==> src/rtl/key_fifo_pkg.sv <==
// Shared constants for the keypad capture FIFO: FSM state codes and
// bit positions of the status/data and control words.
package key_fifo_pkg;

    localparam logic [1:0] IDLE     = 2'd0;
    localparam logic [1:0] ACK      = 2'd1;
    localparam logic [1:0] WAIT_REL = 2'd2;

    localparam int NE_BIT  = 31;
    localparam int OVF_BIT = 30;
    localparam int CNT_LSB = 8;

    localparam int CTL_FLUSH  = 0;
    localparam int CTL_OVFCLR = 1;
    localparam int CTL_IRQEN  = 2;

endpackage

==> src/rtl/key_fifo_sync_fifo.sv <==
// Generic register-file FIFO with flush; a push while full is accepted
// only when a pop frees a slot in the same cycle.
module sync_fifo #(
    parameter int WIDTH = 8,
    parameter int DEPTH = 8
) (
    input  logic                       clk,
    input  logic                       rst,
    input  logic                       push,
    input  logic                       pop,
    input  logic                       flush,
    input  logic [WIDTH-1:0]           din,
    output logic [WIDTH-1:0]           head,
    output logic [$clog2(DEPTH):0]     count,
    output logic                       full,
    output logic                       empty,
    output logic                       empty_next
);

    localparam int AW = $clog2(DEPTH);
    localparam int CW = AW + 1;

    logic [WIDTH-1:0] mem [DEPTH];
    logic [AW-1:0]    wr_ptr;
    logic [AW-1:0]    rd_ptr;
    logic             pop_ok;
    logic             push_ok;
    logic [CW-1:0]    count_next;

    assign empty   = (count == '0);
    assign full    = (count == CW'(DEPTH));
    assign pop_ok  = pop & ~empty;
    assign push_ok = push & (~full | pop_ok);
    assign head    = mem[rd_ptr];

    always_comb begin
        count_next = count;
        if (flush)
            count_next = '0;
        else
            count_next = count + CW'(push_ok) - CW'(pop_ok);
    end

    assign empty_next = (count_next == '0);

    always_ff @(posedge clk) begin
        if (rst || flush) begin
            wr_ptr <= '0;
            rd_ptr <= '0;
            count  <= '0;
        end else begin
            if (push_ok)
                wr_ptr <= wr_ptr + 1'b1;
            if (pop_ok)
                rd_ptr <= rd_ptr + 1'b1;
            count <= count_next;
        end
    end

    // Storage needs no reset: the head is only observed while count is non-zero.
    always_ff @(posedge clk) begin
        if (!rst && !flush && push_ok)
            mem[wr_ptr] <= din;
    end

endmodule

==> src/rtl/key_fifo.sv <==
// Keypad scan-code buffer: acknowledges each scanner code, queues it, and
// exposes a CPU status/data word plus a level interrupt.
module key_fifo
    import key_fifo_pkg::*;
#(
    parameter int DEPTH      = 8,
    parameter int KEY_W      = 5,
    parameter int ACK_CYCLES = 2
) (
    input  logic             clk,
    input  logic             rst,
    input  logic             key_ready,
    input  logic [KEY_W-1:0] key_in,
    output logic             readn,
    input  logic             bus_rd,
    input  logic             bus_we,
    input  logic [31:0]      bus_wdata,
    output logic [31:0]      rd_data,
    output logic             irq
);

    localparam int CW = $clog2(DEPTH) + 1;

    logic [1:0]       state;
    logic [3:0]       ack_cnt;
    logic             overflow;
    logic             irq_en;
    logic             irq_en_next;
    logic             capture;
    logic             flush;
    logic             ovf_set;
    logic [KEY_W-1:0] head;
    logic [CW-1:0]    count;
    logic             full;
    logic             empty;
    logic             empty_next;
    logic             unused_wdata;

    assign unused_wdata = ^bus_wdata[31:3];

    assign capture     = (state == IDLE) & key_ready;
    assign flush       = bus_we & bus_wdata[CTL_FLUSH];
    // A flushed capture is discarded rather than counted as an overflow.
    assign ovf_set     = capture & full & ~(bus_rd & ~empty) & ~flush;
    assign irq_en_next = bus_we ? bus_wdata[CTL_IRQEN] : irq_en;

    sync_fifo #(
        .WIDTH(KEY_W),
        .DEPTH(DEPTH)
    ) u_fifo (
        .clk        (clk),
        .rst        (rst),
        .push       (capture),
        .pop        (bus_rd),
        .flush      (flush),
        .din        (key_in),
        .head       (head),
        .count      (count),
        .full       (full),
        .empty      (empty),
        .empty_next (empty_next)
    );

    always_ff @(posedge clk) begin
        if (rst) begin
            state    <= IDLE;
            readn    <= 1'b1;
            ack_cnt  <= '0;
            overflow <= 1'b0;
            irq_en   <= 1'b0;
            irq      <= 1'b0;
        end else begin
            case (state)
                IDLE: begin
                    if (key_ready) begin
                        state   <= ACK;
                        readn   <= 1'b0;
                        ack_cnt <= 4'(ACK_CYCLES);
                    end
                end
                ACK: begin
                    ack_cnt <= ack_cnt - 1'b1;
                    if (ack_cnt == 4'd1) begin
                        readn <= 1'b1;
                        state <= WAIT_REL;
                    end
                end
                WAIT_REL: begin
                    if (!key_ready)
                        state <= IDLE;
                end
                default: begin
                    state <= IDLE;
                    readn <= 1'b1;
                end
            endcase

            if (ovf_set)
                overflow <= 1'b1;
            else if (bus_we && bus_wdata[CTL_OVFCLR])
                overflow <= 1'b0;

            irq_en <= irq_en_next;
            irq    <= irq_en_next & ~empty_next;
        end
    end

    always_comb begin
        rd_data                  = '0;
        rd_data[NE_BIT]          = ~empty;
        rd_data[OVF_BIT]         = overflow;
        rd_data[CNT_LSB +: CW]   = count;
        if (!empty)
            rd_data[KEY_W-1:0]   = head;
    end

endmodule

==> config.mk <==
export PLATFORM = sky130hd
export DESIGN_NAME = key_fifo
export DESIGN_NICKNAME = d
export VERILOG_FILES = /design/src/rtl/key_fifo_pkg.sv /design/src/rtl/key_fifo_sync_fifo.sv /design/src/rtl/key_fifo.sv
export SDC_FILE = /design/constraint.sdc
export NUM_CORES = 1
export LEC_CHECK = 0
export CAP_MARGIN = 20
export CORE_ASPECT_RATIO = 1.4
export CORE_UTILIZATION = 44
export CTS_BUF_LIST = sky130_fd_sc_hd__clkbuf_8 sky130_fd_sc_hd__clkbuf_16
export DETAILED_ROUTE_END_ITERATION = 8
export GPL_ROUTABILITY_DRIVEN = 0
export PLACE_DENSITY_LB_ADDON = 0.25
export SLEW_MARGIN = 20
export SYNTH_ARGS = -nofsm -noshare
export SYNTH_HDL_FRONTEND = slang
export SYNTH_SLANG_ARGS = --single-unit
==> constraint.sdc <==
create_clock -name clk -period 2.4 [get_ports clk]
set_input_delay 0.36 -clock clk [delete_from_list [all_inputs] [get_ports clk]]
set_output_delay 0.36 -clock clk [all_outputs]
set_load 0.01 [all_outputs]
Yosys cells after proc, flatten, opt, wreduce, memory -nomap -nowiden
Memories as Yosys holds them, arrays and structs flattened. A register that Yosys moved wholly into a read port is not among the register bits. Index checks and enable logic that the tools add are counted.

Output and inout bits: 34. Memories: 1. Memory bits (writable): 40. Bits in registers: 20. Logic and storage cells: 69. Bits of input ports: 42.

Add/subtract/negate cells: 5. Multiplexer cells: 18. Bitwise operators: 15. Reductions and logical operators: 14. Eq/ne operators: 7.

Memory list: u_fifo.mem (depth 8, bits a word 5, rd ports 1, clocked after memory_dff 1, write ports 1, RTL line key_fifo_sync_fifo.sv:23) `logic [WIDTH-1:0] mem [DEPTH];`.

Operators with widths (count): $and 1x1->1 (8); $logic_not 4->1 (2); $mux 4 (2); $pmux 4 s2 (1); $mux 1 (7); $add 3x1->3 const B (2); $mux 2 (3); $mux 3 (2); $ne 2x2->1 const B (3); $not 1->1 (6); $pmux 2 s3 (1); $reduce_and 3->1 (2); $mux 5 (1); $add 4x1->4 (1); $eq 4x1->1 const B (1); $eq 4x4->1 const B (1); $reduce_bool 2->1 (2); $sub 4x1->4 (1); $sub 4x1->4 const B (1); $logic_and 1x1->1 (3); $pmux 1 s3 (1); $eq 2x1->1 const B (1); $eq 2x2->1 const B (1); $logic_not 1->1 (2); other kinds (4) (4).

Logic depth before layout (Yosys ltp)
Depth in word-level cells: 11. Gate-level depth with buffers: 11. Depth with buffers taken out: 11.

Hierarchy
A second synthesis with hierarchy kept.

Cell total of the unflattened synthesis: 218. Area total of the unflattened synthesis: 2912.8 µm².

By module, submodules not included: sync_fifo (sequential area each 1461.4 µm², instances 1, cells an instance 140, area each 2250.9 µm²); key_fifo (sequential area each 200.2 µm², instances 1, cells an instance 78, area each 661.9 µm²).

Worst setup path after synthesis
OpenSTA, ideal clock, no wires.

Kind: register -> register. From: register u_fifo.count[2]. To: register irq. Required time: 2.276 ns. Arrival: 2.559 ns. Stages on the path, launching flop included: 12. Setup slack: -0.283 ns. Path buffers: 0. Setup time: 0.124 ns. Period minus slack after synthesis: 2.683 ns. Path through: dfxtp_1 > inv_1 > ha_1 > nor3b_2 > nor2_1 > ha_1 > inv_1 > ha_1 > fa_1 > or3b_2 > nor4_1 > nor3_1.

Cells in the longest elaborated chain, start to end: 11. Elaborated cells on any way between the ends: 13. Classes of those cells: add/sub (2); eq/ne (1); mux (1); bitwise (7); reduce/logical (2).

RTL lines: from (decl) (RTL line key_fifo_sync_fifo.sv:14) `output logic [$clog2(DEPTH):0] count,`; from (signal assigned) (RTL line key_fifo_sync_fifo.sv:56) `count <= count_next;`; $logic_not 4->1 (*) (RTL line key_fifo_sync_fifo.sv:30) `assign empty = (count == '0);`; $not 1->1 (*) (RTL line key_fifo_sync_fifo.sv:32) `assign pop_ok = pop & ~empty;`; $and 1x1->1 (*) (RTL line key_fifo_sync_fifo.sv:32); named net u_fifo.pop_ok (RTL line key_fifo_sync_fifo.sv:26) `logic pop_ok;`; $or 1x1->1 (RTL line key_fifo_sync_fifo.sv:33) `assign push_ok = push & (~full | pop_ok);`; $and 1x1->1 (RTL line key_fifo_sync_fifo.sv:33); $add 4x1->4 (RTL line key_fifo_sync_fifo.sv:41) `count_next = count + CW'(push_ok) - CW'(pop_ok);`; $sub 4x1->4 (*) (RTL line key_fifo_sync_fifo.sv:41); $mux 4 (*) (RTL line key_fifo_sync_fifo.sv:38) `if (flush)`; $logic_not 4->1 (*) (RTL line key_fifo_sync_fifo.sv:44) `assign empty_next = (count_next == '0);`; $not 1->1 (*) (RTL line key_fifo.sv:104) `irq <= irq_en_next & ~empty_next;`; $and 1x1->1 (*) (RTL line key_fifo.sv:104); to (signal assigned) (RTL line key_fifo.sv:104); to (decl) (RTL line key_fifo.sv:19) `output logic irq`.

Mark *: on every way through the listed nets, which the timed path passes. The rest lies on a longest branch. A chain may end at the register's enable or synchronous reset.

Final worst setup path
Ends and elaborated chain as after synthesis.

==> key figures <==
Run status
  – Status: finished with violations
  – Failing checks: negative setup slack

Synthesis
  – Area share of fa/ha/maj cells after synthesis: 5.10%
  – Ys Warns: 0
  – Avg Inst Size Synth: 13.2 µm²
  – XOR/XNOR Fraction of Synth Area: 0.308%
  – Sequential area share after synthesis: 58.3%
  – Ys async rst share: 0%
  – Synth Cell Area: roughly 2800 µm²
  – Synth Area in Compound Gates: 8.61%
  – Synth Register Bits: 63
  – Post-synthesis simple-gate area fraction: 10.6%
  – Mapped Cells: 215
  – Fraction of synthesized area in multiplexers: 8.96%
  – Largest family of logic cells by synthesized area: simple AND/OR/NAND/NOR gates
  – Main synth FF type: edfxtp_1
  – Post-synth EDFFs: 40
  – Post-synthesis cell type count: 43

Global routing
  – First-pass GRT wire length: ~8500 µm
  – GR Overflow Total: 0
  – Initial antenna violation count: 0
  – GRT Resource Usage Total: approximately 17%
  – Number of global-route vias before repair: between 1500 and 2000
  – Largest net degree at the start of global routing: 13

Layout
  – Most common cell after layout, fill and taps aside: edfxtp_1
  – NumNets Final: 329
  – ANT cells: 0
  – Layout cell share with drive strength beyond 1: 25.6%
  – Post-layout utilization of the core: 57.8%
  – Most frequent cells in the layout: 40 x edfxtp_1, 29 x buf_4, 21 x dfxtp_1, 21 x conb_1, 19 x clkdlybuf4s50_1
  – Area delta synth->final: 26.1%

Pwr
  – Leak pwr: around 1.4 nW
  – Logic pwr share: 37.3%
  – P_sw: 1.10 mW
  – Reg power frac: 36.6%
  – P per Cell Area: 970 nW/µm²
  – Max IR drop VDD: 0.735 mV
  – P_int: 2.38 mW
  – Clk pwr share: a little over a quarter
  – Switching share of total power: 31.6%

STA
  – Setup slack after layout: -85.6 ps
  – Period utilization: 104%
  – Final Hold Fails: 0
  – Fmax: 402 MHz
  – Final setup viols: 1
  – Skew final: approximately 6.7 ps
  – Setup TNS: -85.6 ps
  – Minimum clock period: around 2500 ps
  – Slew Viols, Final: 0
  – RSZ-0062 raised after global routing: true

Floorplan
  – Die X-Extent: 70.0 µm
  – Area of the core: about 6200 µm²
  – Rows: 34
  – Initial Util: 45.9%
  – Die Y-Extent: 97.2 µm
  – Die area: around 7000 µm²
  – Num ports: 76

Critical path
  – CP dominant cell by count: ha_4
  – Critical path data arrival time: roughly 2700 ps
  – CP max stage delay: 500 ps
  – Crit start category: flop
  – Critical path class: flop to flop
  – Worst Path Required: 2620 ps
  – Reg2reg setup slack: -90 ps
  – Critical Path, Cell by Cell: inv_4 > ha_4 > nor3b_4 > nor2_1 > ha_1 > inv_1 > ha_4 > fa_1 > or3b_4 > nor4_4 > nor3_2
  – Maximum fanout along the worst path: 3
  – Setup crit end kind: flop
  – Buf+Inv Stages, Crit Path: 2
  – CP delay by family, top: adder cells
  – Slowest stage cell, crit path: fa_1

Clock network
  – Root Driver: clkbuf_8
  – Clock tree from TritonCTS: yes
  – H-Tree Depth: 3
  – Clock buffer count from CTS: 9
  – Clk sinks: 63
  – Max Root-Sink Buffers: 2
  – Postcts setup bufs: 0
  – Worst-Skew Late Latency: 340 ps
  – Clock Pin Slew Worst Setup and Hold Paths: 70 ps

Detailed routing
  – Overall routed net length: 5280 µm
  – Vias after detailed routing: 1777
  – DR DRC count: 0
  – DRT iter0 DRCs: 73
  – Wire per inst: 14.9 µm
  – Vias/cell: 5.03
  – Post-DRT Antenna Nets: 0
  – First-pass DRT Iterations: 4

Job
  – Max cap viols: 0

Hold path
  – Worst min path class: flop to flop

Place
  – Post-DP HPWL: approximately 3800 µm
  – Port Buffers: 25
per-layer routing:
metal / track usage (%) / up-vias / routed length [µm]
li1: - / 881 / -
met1: 18.6 / 858 / 2200
met2: 29.6 / 29 / 2860
met3: 3.01 / 9 / 131
met4: 8.31 / 0 / 87
met5: 0 / - / 0
timing repair:
item                                    CTS  global route
resized for setup                         9             5
hold buffers                              0             0
endpoints found under the setup margin    6             6
pin swaps                                 4             1
worst reg2reg max path: cells and delay by family, from the launching register on:
kind                       cells  cell delay [ps]
and+or+nand+nor                5              850
DFF                            1              340
buffers and inverters          2              130
adders and majority gates      4             1050
cell families (layout without fill, tap and decap cells):
| kind of cell | count (synthesis) | count (layout) |
|---|---|---|
| flops | 63 | 63 |
| other cells | 1 | 21 |
| xor+xnor | 1 | 1 |
| compound gates | 36 | 36 |
| buf+inv | 38 | 84 |
| mux | 13 | 13 |
| fa+ha+maj | 11 | 11 |
| simple gates | 52 | 52 |
final timing paths:
path	start	endpoint	cells after the start
hold reg to reg	u_fifo.rd_ptr[2]	flop	2
hold / removal	u_fifo.rd_ptr[2]	flop	2
setup reg to reg	u_fifo.count[2]	irq	11
setup / recovery	u_fifo.count[2]	irq	11
registers in the layout, summed over array words and instances (netlist names), named ones only:
name and count:
u_fifo.mem 40, ack_cnt 4, u_fifo.count 4, u_fifo.rd_ptr 3
u_fifo.wr_ptr 3, state 2, irq 1, irq_en 1
overflow 1, readn 1
cell usage after synthesis (3+ instances only):
cell / number / area share [%]
a211oi_1: 3 / 0.79
or3_1: 3 / 0.66
and2_1: 4 / 0.88
nand2b_1: 5 / 1.1
ha_1: 10 / 4.4
inv_1: 13 / 1.7
o21ai_0: 5 / 0.88
dfxtp_1: 23 / 16
buf_4: 22 / 5.8
nor2_1: 7 / 0.92
a21oi_1: 11 / 1.9
mux4_2: 10 / 7.9
nor3b_1: 3 / 0.79
edfxtp_1: 40 / 42
a22o_1: 5 / 1.5
mux2i_1: 3 / 1.1
a21o_1: 3 / 0.79
nand2_1: 10 / 1.3
nor3_1: 5 / 0.88
power groups by stage:
stage               Combinational (mW)  Sequential, mW  Clock (mW)
floorplan                        0.697            1.31           0
global placement                  1.21            1.30           0
detailed placement                1.23            1.30           0
CTS                               1.23            1.27       0.925
global route                      1.45            1.28       0.974
finish                            1.30            1.28       0.906
metrics by stage:
stage | hold WS [ps] | worst slack, ps | area, µm² | cells | total power [mW]
after CTS | 494 | -68.3 | 3560 | 353 | 3.42
after global placement | 463 | -566 | 3350 | 337 | 2.51
final | 491 | -85.6 | 3590 | 353 | 3.48
after global routing | 522 | -270 | 3590 | 353 | 3.70
after detailed placement | 482 | -631 | 3350 | 337 | 2.52
after floorplan | 453 | -190 | 2950 | 235 | 2.00
cell type report:
class / instances / area, µm²
clock buffers: 9 / 124
repair buffers: 55 / 480
clock inverters: 7 / 72.6
inverters: 13 / 51.3
well taps: 72 / 90.1
fillers: 521 / 2620
multi-input cells: 134 / 1110
flip-flops and latches: 63 / 1660
No activity file was read; power rests on OpenSTA's default activity.
